--- config.mk ---
export PLATFORM = sky130hd
export DESIGN_NAME = nubus_master_seq
export DESIGN_NICKNAME = d
export VERILOG_FILES = /design/src/rtl/nubus_pkg.sv /design/src/rtl/nubus_bus_monitor.sv /design/src/rtl/nubus_master_seq.sv
export SDC_FILE = /design/constraint.sdc
export NUM_CORES = 1
export LEC_CHECK = 0
export CAP_MARGIN = 5
export CORE_ASPECT_RATIO = 0.9
export CORE_UTILIZATION = 48
export CTS_CLUSTER_SIZE = 16
export DETAILED_ROUTE_END_ITERATION = 12
export PLACE_DENSITY_LB_ADDON = 0.15
export RECOVER_POWER = 25
export SKIP_LAST_GASP = 1
export SYNTH_ARGS = -nofsm -noshare
export SYNTH_HDL_FRONTEND = slang
export SYNTH_SLANG_ARGS = --single-unit
export TNS_END_PERCENT = 30
--- constraint.sdc ---
create_clock -name nubus_clk -period 4.5 [get_ports nubus_clk]
set_clock_uncertainty 0.15 [all_clocks]
set_input_delay 0.9 -clock nubus_clk [delete_from_list [all_inputs] [get_ports nubus_clk]]
set_output_delay 0.9 -clock nubus_clk [all_outputs]
set_load 0.01 [all_outputs]
--- src/rtl/nubus_pkg.sv ---
// Shared NuBus types and constants: FSM states, TM ACK status codes,
// response status codes and TM size codes.
package nubus_pkg;

  typedef enum logic [2:0] {
    ST_IDLE  = 3'd0,
    ST_ARB   = 3'd1,
    ST_START = 3'd2,
    ST_DATA  = 3'd3,
    ST_RESP  = 3'd4
  } nubus_state_t;

  // {tm1_n, tm0_n} as sampled during the slave ACK cycle
  localparam logic [1:0] TM_ACK_OK      = 2'b11;
  localparam logic [1:0] TM_ACK_ERROR   = 2'b10;
  localparam logic [1:0] TM_ACK_TIMEOUT = 2'b01;
  localparam logic [1:0] TM_ACK_RETRY   = 2'b00;

  localparam logic [1:0] RSP_OK        = 2'b00;
  localparam logic [1:0] RSP_ERROR     = 2'b01;
  localparam logic [1:0] RSP_TIMEOUT   = 2'b10;
  localparam logic [1:0] RSP_RETRY_EXH = 2'b11;

  localparam logic [1:0] TM_SIZE_BYTE  = 2'b00;
  localparam logic [1:0] TM_SIZE_HALF  = 2'b01;
  localparam logic [1:0] TM_SIZE_BLOCK = 2'b10;
  localparam logic [1:0] TM_SIZE_WORD  = 2'b11;

  // A try-again-later ACK only reaches this mapping once retries are exhausted.
  function automatic logic [1:0] ack_to_status(input logic [1:0] tm);
    case (tm)
      TM_ACK_OK:      return RSP_OK;
      TM_ACK_ERROR:   return RSP_ERROR;
      TM_ACK_TIMEOUT: return RSP_TIMEOUT;
      default:        return RSP_RETRY_EXH;
    endcase
  endfunction

endpackage

--- src/rtl/nubus_bus_monitor.sv ---
// Tracks whether another card owns the bus: busy from a foreign START
// until the next ACK. Shared between master and slave paths.
module nubus_bus_monitor (
  input  logic clk,
  input  logic srst,
  input  logic start_n,
  input  logic ack_n,
  input  logic own_start,
  output logic bus_busy
);

  logic busy_reg;
  logic foreign_start;

  assign foreign_start = !start_n && !own_start;

  always_ff @(posedge clk) begin
    if (srst) begin
      busy_reg <= 1'b0;
    end else if (foreign_start) begin
      busy_reg <= 1'b1;
    end else if (!ack_n) begin
      busy_reg <= 1'b0;
    end
  end

  // A START seen this very cycle already blocks our own START.
  assign bus_busy = busy_reg || foreign_start;

endmodule

--- src/rtl/nubus_master_seq.sv ---
// NuBus master transaction sequencer: arbitration, START/DATA phases, ACK
// handling with retry. Optional DATA-phase abort via NUBUS_MASTER_TIMEOUT_EN.
module nubus_master_seq
  import nubus_pkg::*;
#(
  parameter int MAX_RETRY      = 4,
  parameter int ARB_MIN_CYCLES = 2,
  parameter int TIMEOUT_CYCLES = 255
) (
  input  logic        nubus_clk,
  input  logic        nubus_rst,
  input  logic        req_valid,
  output logic        req_ready,
  input  logic        req_write,
  input  logic [31:0] req_addr,
  input  logic [31:0] req_wdata,
  input  logic [1:0]  req_size,
  output logic        rsp_valid,
  output logic [31:0] rsp_rdata,
  output logic [1:0]  rsp_status,
  output logic        rqst_n_3v3,
  output logic        rqst_oe_n,
  output logic        arbcy_n,
  input  logic        grant,
  output logic        nubus_master_dir,
  output logic        start_n_3v3,
  input  logic        start_n_in,
  input  logic        ack_n_in,
  output logic        tm0_n_out,
  output logic        tm1_n_out,
  input  logic        tm0_n_in,
  input  logic        tm1_n_in,
  output logic [31:0] ad_n_out,
  output logic        ad_oe,
  input  logic [31:0] ad_n_in
);

  localparam logic [7:0] ARB_MIN   = 8'(ARB_MIN_CYCLES);
  localparam logic [7:0] RETRY_MAX = 8'(MAX_RETRY);

  nubus_state_t state_reg, state_next;
  logic [7:0]   arb_cnt_reg, arb_cnt_inc;
  logic [7:0]   retry_cnt_reg;
  logic         write_reg, size0_reg;
  logic [31:0]  addr_reg, wdata_reg, rdata_reg;
  logic [1:0]   status_reg;
  logic         bus_busy, own_start;
  logic [1:0]   ack_tm;
  logic         ack_seen, retry_again, tmo_hit;
  logic         unused_size_msb;

  assign unused_size_msb = req_size[1];
  assign own_start       = (state_reg == ST_START);
  assign ack_tm          = {tm1_n_in, tm0_n_in};
  assign ack_seen        = !ack_n_in;
  assign retry_again     = (ack_tm == TM_ACK_RETRY) && (retry_cnt_reg < RETRY_MAX);

  nubus_bus_monitor u_bus_monitor (
    .clk       (nubus_clk),
    .srst      (nubus_rst),
    .start_n   (start_n_in),
    .ack_n     (ack_n_in),
    .own_start (own_start),
    .bus_busy  (bus_busy)
  );

  // Grant run length including the current cycle, saturating at the threshold.
  always_comb begin
    arb_cnt_inc = 8'd0;
    if (grant) begin
      arb_cnt_inc = (arb_cnt_reg >= ARB_MIN) ? arb_cnt_reg : arb_cnt_reg + 8'd1;
    end
  end

`ifdef NUBUS_MASTER_TIMEOUT_EN
  localparam logic [15:0] TMO_LAST = 16'(TIMEOUT_CYCLES - 1);
  logic [15:0] tmo_cnt_reg;

  // Counts cycles since START, so the abort lands exactly TIMEOUT_CYCLES later.
  always_ff @(posedge nubus_clk) begin
    if (nubus_rst) begin
      tmo_cnt_reg <= 16'd0;
    end else if (state_reg == ST_START) begin
      tmo_cnt_reg <= 16'd1;
    end else if (state_reg == ST_DATA) begin
      tmo_cnt_reg <= tmo_cnt_reg + 16'd1;
    end else begin
      tmo_cnt_reg <= 16'd0;
    end
  end

  assign tmo_hit = (tmo_cnt_reg >= TMO_LAST);
`else
  localparam int unused_timeout_cycles = TIMEOUT_CYCLES;
  assign tmo_hit = 1'b0;
`endif

  always_ff @(posedge nubus_clk) begin
    if (nubus_rst) begin
      state_reg <= ST_IDLE;
    end else begin
      state_reg <= state_next;
    end
  end

  always_comb begin
    state_next = state_reg;
    case (state_reg)
      ST_IDLE:  if (req_valid) state_next = ST_ARB;
      ST_ARB:   if ((arb_cnt_inc >= ARB_MIN) && !bus_busy) state_next = ST_START;
      ST_START: state_next = ST_DATA;
      ST_DATA: begin
        if (ack_seen) begin
          state_next = retry_again ? ST_ARB : ST_RESP;
        end else if (tmo_hit) begin
          state_next = ST_RESP;
        end
      end
      ST_RESP:  state_next = ST_IDLE;
      default:  state_next = ST_IDLE;
    endcase
  end

  always_ff @(posedge nubus_clk) begin
    if (nubus_rst) begin
      arb_cnt_reg   <= 8'd0;
      retry_cnt_reg <= 8'd0;
      write_reg     <= 1'b0;
      size0_reg     <= 1'b0;
      addr_reg      <= 32'd0;
      wdata_reg     <= 32'd0;
      rdata_reg     <= 32'd0;
      status_reg    <= RSP_OK;
    end else begin
      arb_cnt_reg <= (state_reg == ST_ARB) ? arb_cnt_inc : 8'd0;
      if (state_reg == ST_IDLE && req_valid) begin
        write_reg <= req_write;
        size0_reg <= req_size[0];
        addr_reg  <= req_addr;
        wdata_reg <= req_wdata;
      end
      if (state_reg == ST_DATA && ack_seen) begin
        if (retry_again) begin
          retry_cnt_reg <= retry_cnt_reg + 8'd1;
        end else begin
          status_reg <= ack_to_status(ack_tm);
          rdata_reg  <= (ack_tm == TM_ACK_OK && !write_reg) ? ~ad_n_in : 32'd0;
        end
      end else if (state_reg == ST_DATA && tmo_hit) begin
        status_reg <= RSP_TIMEOUT;
        rdata_reg  <= 32'd0;
      end
      if (state_reg == ST_RESP) begin
        retry_cnt_reg <= 8'd0;
      end
    end
  end

  always_comb begin
    req_ready        = 1'b0;
    rsp_valid        = 1'b0;
    rqst_n_3v3       = 1'b1;
    rqst_oe_n        = 1'b1;
    arbcy_n          = 1'b1;
    start_n_3v3      = 1'b1;
    tm1_n_out        = 1'b1;
    tm0_n_out        = 1'b1;
    nubus_master_dir = 1'b0;
    ad_oe            = 1'b0;
    ad_n_out         = '1;
    case (state_reg)
      ST_IDLE: req_ready = req_valid;
      ST_ARB: begin
        rqst_n_3v3 = 1'b0;
        rqst_oe_n  = 1'b0;
        arbcy_n    = 1'b0;
      end
      ST_START: begin
        start_n_3v3      = 1'b0;
        nubus_master_dir = 1'b1;
        ad_oe            = 1'b1;
        ad_n_out         = ~addr_reg;
        tm1_n_out        = ~write_reg;
        tm0_n_out        = ~size0_reg;
      end
      ST_DATA: begin
        nubus_master_dir = 1'b1;
        if (write_reg) begin
          ad_oe    = 1'b1;
          ad_n_out = ~wdata_reg;
        end
      end
      ST_RESP: rsp_valid = 1'b1;
      default: ;
    endcase
  end

  assign rsp_rdata  = rdata_reg;
  assign rsp_status = status_reg;

endmodule

==> qor.csv, run 1 <==
stage,metric,value,unit
worst_hold_path,Min-Delay Path Class,register to register,
placement,Port Buf Inserts,181,
placement,dpl cell area,0.006753,mm2
drt,Wirelength per Cell,15.79,um
final_layout,Nets,821,
job,# Max-Cap Violations,2,
drt,initial drt markers,276,
yosys,ys async rst share,0,%
final_layout,ANT cells,0,
global_route,first-pass GRT wire length,21050,um
power_and_ir_drop,peak supply drop,0.2985,mV
power_and_ir_drop,Pwr Total,2.741,mW
placement,post-DP HPWL,8710,um
cts,clk sinks,120,
cts,CTS tree,built,
global_route,total grt overflow,0,
final_layout,sequential cell area,0.002402,mm2
run_status,failing checks,"max-capacitance violations, max-slew violations",
drt,routed vias/inst,5.294,
sta,hold slack,0.3035,ns
power_and_ir_drop,internal power,2.153,mW
cts,clock transition at the registers of the reported paths,0.05,ns
placement,dpl cells,818,
worst_setup_path,Worst Path Required,4.67,ns
power_and_ir_drop,Power Dens Cells,373.2,mW/mm2
floorplan,chip width,109.3,um
worst_setup_path,Max Fanout on Critical Path,66,
global_route,largest net degree at the start of global routing,67,
run_status,status,"complete, but fails checks",
cts,Post-CTS Setup Inserts,0,
final_layout,Finished Layout Cells,849,
sta,Worst Max-Slew Pin Slew,2.778,ns
sta,TNS Setup,0,ns
sta,Final Hold Viols,0,
global_route,vias in the first global route,4417,
final_layout,most frequent cells in the layout,"clkdlybuf4s50_1, nand2_1, dfxtp_1",
sta,crit share post-route,84.52,%
drt,ANT nets after route,0,
power_and_ir_drop,Clock power frac,49.4,%
power_and_ir_drop,Sw Share,21.43,%
final_layout,Area Overhead vs Synth,47.68,%
yosys,Mapped Area,0.004972,mm2
yosys,register area share after synthesis,48.31,%
power_and_ir_drop,Gate power share,9.5,%
cts,Worst-Skew Late Latency,0.40,ns
final_layout,"leading cell type in the layout, fill and taps excluded",clkdlybuf4s50_1,
yosys,syn avg cell area,9.057,um2
worst_setup_path,CP endpoint kind,register,
sta,fin. max-slew vios,116,
power_and_ir_drop,LEAKAGE,2.711,nW
sta,Worst slew margin,-85.23,%
yosys,"EDFF count, synth",0,
yosys,"Net Count, Synth",659,
cts,CTS resizes,0,
yosys,Syn. warnings,0,
final_layout,Fillers,741,
sta,Final min period,3.803,ns
final_layout,footprint of the multi-input gates,0.002286,mm2
sta,RSZ-0062 raised after global routing,false,
final_layout,share of layout cells above drive strength 1,12.45,%
worst_setup_path,Crit Path Class,input pin to register,
yosys,"Top FF cell, synth",dfxtp_1,
drt,routed wire length,13400,um
worst_setup_path,startpoint types,input pin,
floorplan,Cell Rows,34,
floorplan,IO Count,183,
global_route,GRT Total Usage,25.45,%
cts,number of CTS-inserted buffers,17,
cts,CTS max path bufs,2,
drt,DRT Pass-1 Iters,4,
final_layout,Finished Cell Area,0.007343,mm2
sta,Max Clk Rate,0.2629,GHz
power_and_ir_drop,Switch Pwr,0.5873,mW
power_and_ir_drop,Reg power frac,41.0,%
global_route,initial antenna violation count,0,
cts,hold_buf cts,0,
placement,Final GP Congestion,0.7701,
cts,H-tree depth,4,
drt,DR vias,4495,
floorplan,Core ar.,0.009869,mm2
floorplan,initial core utilization,50.38,%
worst_setup_path,Worst Path Arrival,3.97,ns
floorplan,Die H,98.56,um
yosys,Mapped Cells,549,
yosys,unique cell type count in the Yosys netlist,43,
drt,# DRC,0,
yosys,#FFs+latches synth,120,
cts,clock root buffer,clkbuf_16,
sta,setup violators final,0,
floorplan,die area,0.01077,mm2
## power groups by stage
| stage | Sequential [mW] | Clock [mW] | Combinational, mW |
|---|---|---|---|
| floorplan | 1.14 | 0 | 0.133 |
| global placement | 1.14 | 0 | 0.252 |
| detailed placement | 1.15 | 0 | 0.257 |
| CTS | 1.12 | 1.38 | 0.260 |
| global route | 1.13 | 1.42 | 0.286 |
| finish | 1.12 | 1.35 | 0.261 |
## layer usage
metal | vias to the layer above | wire (um) | track usage (%)
li1 | 2209 | - | -
met1 | 2115 | 5383 | 28.76
met2 | 154 | 6764 | 43.49
met3 | 17 | 1037 | 8.995
met4 | 0 | 217 | 10.05
met5 | - | 0 | 0
## synth_stat cells, drive strengths merged, types with 3 or more instances
master  number  area (um2)
mux2i        3       30.03
dfxtp      120        2402
nor2         7       26.28
clkbuf      18       67.56
nor3         6       40.04
nand2b       3       18.77
mux2        13       146.4
o31ai       32       390.4
a21oi       68       340.3
nand3b      33       247.7
nor4         4       46.29
buf         28       181.4
and2        11       70.07
nand2      148       555.5
nor3b        4       35.03
a22oi       19       142.6
ha           3       37.54
inv         10       37.54
## worst paths after layout
path,start,to,slack (ns),cells past startpoint
max reg2reg,state_reg[0]$_SDFFE_PP0P_,addr_reg[11]$_SDFFE_PP0P_,0.86,7
max,req_valid,addr_reg[11]$_SDFFE_PP0P_,0.70,6
min reg2reg,addr_reg[24]$_SDFFE_PP0P_,addr_reg[24]$_SDFFE_PP0P_,0.30,2
min,addr_reg[24]$_SDFFE_PP0P_,addr_reg[24]$_SDFFE_PP0P_,0.30,2
## worst max-delay path: stages
cell	delay [ns]
clkdlybuf4s50_1	0.48
nand2_1	0.10
inv_2	0.08
clkbuf_1	1.96
nand2_1	0.17
a21oi_1	0.26
## area by class of cell
class	count	share of cell area, %
clock buffers	23	6.509
clock inverters	8	1.636
inverters	10	0.5112
multi-input cells	373	31.13
flip-flops and latches	120	32.71
well taps	126	2.147
repair buffers	189	25.35
## logic make-up after synthesis
family          Yosys count  synth area share [%]
mux                      16                 3.548
fa+ha+maj                 3                0.7550
compound gates          127                 19.07
buf+inv                  56                 5.762
flops                   120                 48.31
simple gates            225                 22.19
xor+xnor                  2                0.3524
## metrics by stage
stage / utilization [%] / worst slack (ns)
finish: 74.40 / 0.6965
global route: 74.40 / 0.3439
CTS: 74.48 / 0.8118
detailed placement: 68.42 / 1.186
global placement: 68.42 / 1.260
floorplan: - / 2.077
Power figures use the tool's default switching activity.
==> inputs of run 2 (changes only) <==
- CORE_UTILIZATION: 48 -> 45
- clock period: 4.5 -> 3.8 ns (I/O delays scaled with it)
==> qor.csv, run 2 (synthesis results as in run 1) <==
stage,metric,value,unit,change
drt,routed vias/inst,5.182,,was 5.294
power_and_ir_drop,Pwr Total,3.232,mW,was 2.741 mW
floorplan,Cell Rows,36,,was 34
placement,pre-CTS setup slack,0.6197,ns,was 1.186 ns
global_route,initial antenna violation count,0,,unchanged
worst_setup_path,startpoint types,register,,was input pin
drt,Wirelength per Cell,15.35,um,was 15.79 um
power_and_ir_drop,Gate power share,9.4,%,was 9.5%
worst_setup_path,critical path capture point,ad_n_out[28],,was addr_reg[11]$_SDFFE_PP0P_
final_layout,Finished Cell Area,0.007353,mm2,was 0.007343 mm2
cts,clock root buffer,clkbuf_16,,unchanged
worst_setup_path,Worst R2R Start,state_reg[0]$_SDFFE_PP0P_,,unchanged
power_and_ir_drop,peak supply drop,0.2921,mV,was 0.2985 mV
power_and_ir_drop,Sw Share,22.26,%,was 21.43%
sta,RSZ-0062 raised after global routing,false,,unchanged
sta,hold slack,0.3026,ns,was 0.3035 ns
run_status,status,finished clean,,"was complete, but fails checks"
placement,dpl cell area,0.006778,mm2,was 0.006753 mm2
power_and_ir_drop,internal power,2.512,mW,was 2.153 mW
drt,DR vias,4436,,was 4495
floorplan,IO Count,183,,unchanged
sta,Max Clk Rate,0.3071,GHz,
sta,Final Hold Viols,0,,unchanged
cts,clock transition at the registers of the reported paths,0.05,ns,about the same
cts,H-tree depth,4,,unchanged
drt,met2 routed wirelength,6298,um,was 6764 um
final_layout,most frequent cells in the layout,"clkdlybuf4s50_1, nand2_1, dfxtp_1",,unchanged
worst_setup_path,Worst setup startpoint,state_reg[1]$_SDFFE_PP0P_,,was req_valid
global_route,vias in the first global route,4399,,was 4417
worst_setup_path,CP endpoint kind,output port,,was register
floorplan,Core ar.,0.01081,mm2,was 0.009869 mm2
sta,TNS Setup,0,ns,unchanged
final_layout,Fillers,925,,was 741
power_and_ir_drop,Switch Pwr,0.7195,mW,was 0.5873 mW
floorplan,die area,0.01147,mm2,was 0.01077 mm2
drt,initial drt markers,260,,was 276
worst_setup_path,Crit path largest cell delay,0.54,ns,was 1.96 ns
worst_setup_path,Worst Path Arrival,2.35,ns,was 3.97 ns
final_layout,Nets,821,,unchanged
sta,Worst slew margin,13.28,%,was -85.23%
worst_setup_path,Worst path slowest cell,and3_2,,was clkbuf_1
power_and_ir_drop,Clock power frac,49.4,%,about the same
sta,setup violators final,0,,unchanged
global_route,total grt overflow,0,,unchanged
worst_setup_path,FF-to-FF End,wdata_reg[0]$_SDFFE_PP0P_,,was addr_reg[11]$_SDFFE_PP0P_
sta,crit share post-route,85.68,%,
global_route,first-pass GRT wire length,21000,um,was 21050 um
worst_setup_path,Max Fanout on Critical Path,19,,was 66
power_and_ir_drop,Reg power frac,41.3,%,was 41.0%
worst_setup_path,CP Depth,5,,was 6
drt,DR WL met3,1092,um,was 1037 um
floorplan,Die H,101.7,um,was 98.56 um
cts,CTS tree,built,,unchanged
cts,number of CTS-inserted buffers,17,,unchanged
final_layout,Area Overhead vs Synth,47.89,%,was 47.68%
worst_setup_path,worst-path cell chain,nand2b_1 > inv_1 > and3_2 > a22oi_1 > clkdlybuf4s50_1,,was clkdlybuf4s50_1 > nand2_1 > inv_2 > clkbuf_1 > nand2_1 > a21oi_1
final_layout,ANT cells,0,,unchanged
placement,Port Buf Inserts,181,,unchanged
job,# Max-Cap Violations,0,,was 2
global_route,GRT Total Usage,23.42,%,was 25.45%
worst_hold_path,Min-Delay Path Class,register to register,,unchanged
cts,CTS max path bufs,2,,unchanged
sta,setup ws final,0.5440,ns,was 0.6965 ns
global_route,largest net degree at the start of global routing,69,,was 67
drt,DRT Pass-1 Iters,6,,was 4
final_layout,share of layout cells above drive strength 1,12.59,%,was 12.45%
floorplan,initial core utilization,46.00,%,was 50.38%
power_and_ir_drop,Power Dens Cells,439.5,mW/mm2,was 373.2 mW/mm2
worst_setup_path,path depth of the worst reg2reg path,6,,was 7
placement,Final GP Congestion,0.7555,,was 0.7701
worst_setup_path,CP bufs+invs,2,,was 3
placement,post-DP HPWL,8456,um,was 8710 um
drt,ANT nets after route,0,,unchanged
worst_setup_path,"delay-heaviest family, CP",simple AND/OR/NAND/NOR gates,,was buffers and inverters
cts,Worst-Skew Late Latency,0.40,ns,about the same
drt,routed wire length,13140,um,was 13400 um
worst_setup_path,R2R Setup Slk,1.41,ns,was 0.86 ns
worst_setup_path,Crit Path Class,register to output port,,was input pin to register
power_and_ir_drop,LEAKAGE,2.704,nW,was 2.711 nW
drt,highest metal used,met4,,unchanged
sta,fin. max-slew vios,0,,was 116
cts,clk sinks,120,,unchanged
sta,Worst Max-Slew Pin Slew,1.301,ns,was 2.778 ns
drt,Met1 Wirelength,5559,um,was 5383 um
cts,hold_buf cts,0,,unchanged
final_layout,"leading cell type in the layout, fill and taps excluded",clkdlybuf4s50_1,,unchanged
worst_setup_path,Worst Path Required,2.89,ns,was 4.67 ns
drt,# DRC,0,,unchanged
floorplan,chip width,112.8,um,was 109.3 um
sta,Final min period,3.256,ns,
-- run 2: what timing repair did --
item	4_1_cts	5_1_grt
setup endpoints to repair	0	1
buffers inserted	0	0
gates resized for setup	0	1
endpoints found under the hold margin	0	0
-- run 2: worst min path at each step --
stage / from / to / slack, ns / depth (start not counted)
CTS: wdata_reg[25]$_SDFFE_PP0P_ / wdata_reg[25]$_SDFFE_PP0P_ / 0.30 / 2
global placement: wdata_reg[16]$_SDFFE_PP0P_ / wdata_reg[16]$_SDFFE_PP0P_ / 0.29 / 2
global route: wdata_reg[12]$_SDFFE_PP0P_ / wdata_reg[12]$_SDFFE_PP0P_ / 0.33 / 2
detailed placement: wdata_reg[19]$_SDFFE_PP0P_ / wdata_reg[19]$_SDFFE_PP0P_ / 0.29 / 2
floorplan: wdata_reg[10]$_SDFFE_PP0P_ / wdata_reg[10]$_SDFFE_PP0P_ / 0.28 / 2
finish: wdata_reg[6]$_SDFFE_PP0P_ / wdata_reg[6]$_SDFFE_PP0P_ / 0.30 / 2
-- run 2: per-stage QoR --
step                      utilization [%]  std cells
final                               68.02        856
after global routing                68.02        856
after CTS                           68.19        856
after detailed placement            62.70        825
after global placement              62.70        825
after floorplan                         -        549
-- run 2: area by class of cell --
| type | count | area (um2) | share of cell area, % |
|---|---|---|---|
| clock buffer | 19 | 442.9 | 6.023 |
| tap | 133 | 166.4 | 2.263 |
| timing repair buffer | 189 | 1879 | 25.56 |
| clock inverter | 12 | 151.4 | 2.059 |
| multi-input combinational | 373 | 2273 | 30.92 |
| sequential | 120 | 2402 | 32.67 |
| inverter | 10 | 37.54 | 0.5105 |
-- run 2: metal layers --
metal,up-vias,global-route usage (%)
li1,2213,-
met1,2063,27.05
met2,146,40.03
met3,14,8.797
met4,0,8.410
met5,-,0
-- run 2: worst min-delay path: cells and delay by family (launching register included) --
family / cells / cell delay, ns
AND/OR/NAND/NOR: 1 / 0.05
flip-flops: 1 / 0.30
AO/OA/AOI/OAI: 1 / 0.05
-- run 2: power by group through the flow --
stage	combinational, mW	clock (mW)	sequential, mW
detailed placement	0.305	0	1.36
global route	0.333	1.68	1.34
global placement	0.300	0	1.36
CTS	0.307	1.62	1.33
floorplan	0.158	0	1.35
finish	0.303	1.59	1.33
==> inputs of run 3 (changes only) <==
- CAP_MARGIN: 5 -> default
==> results of run 3 <==
Final layout, timing and power as in run 2 (identical DEF).
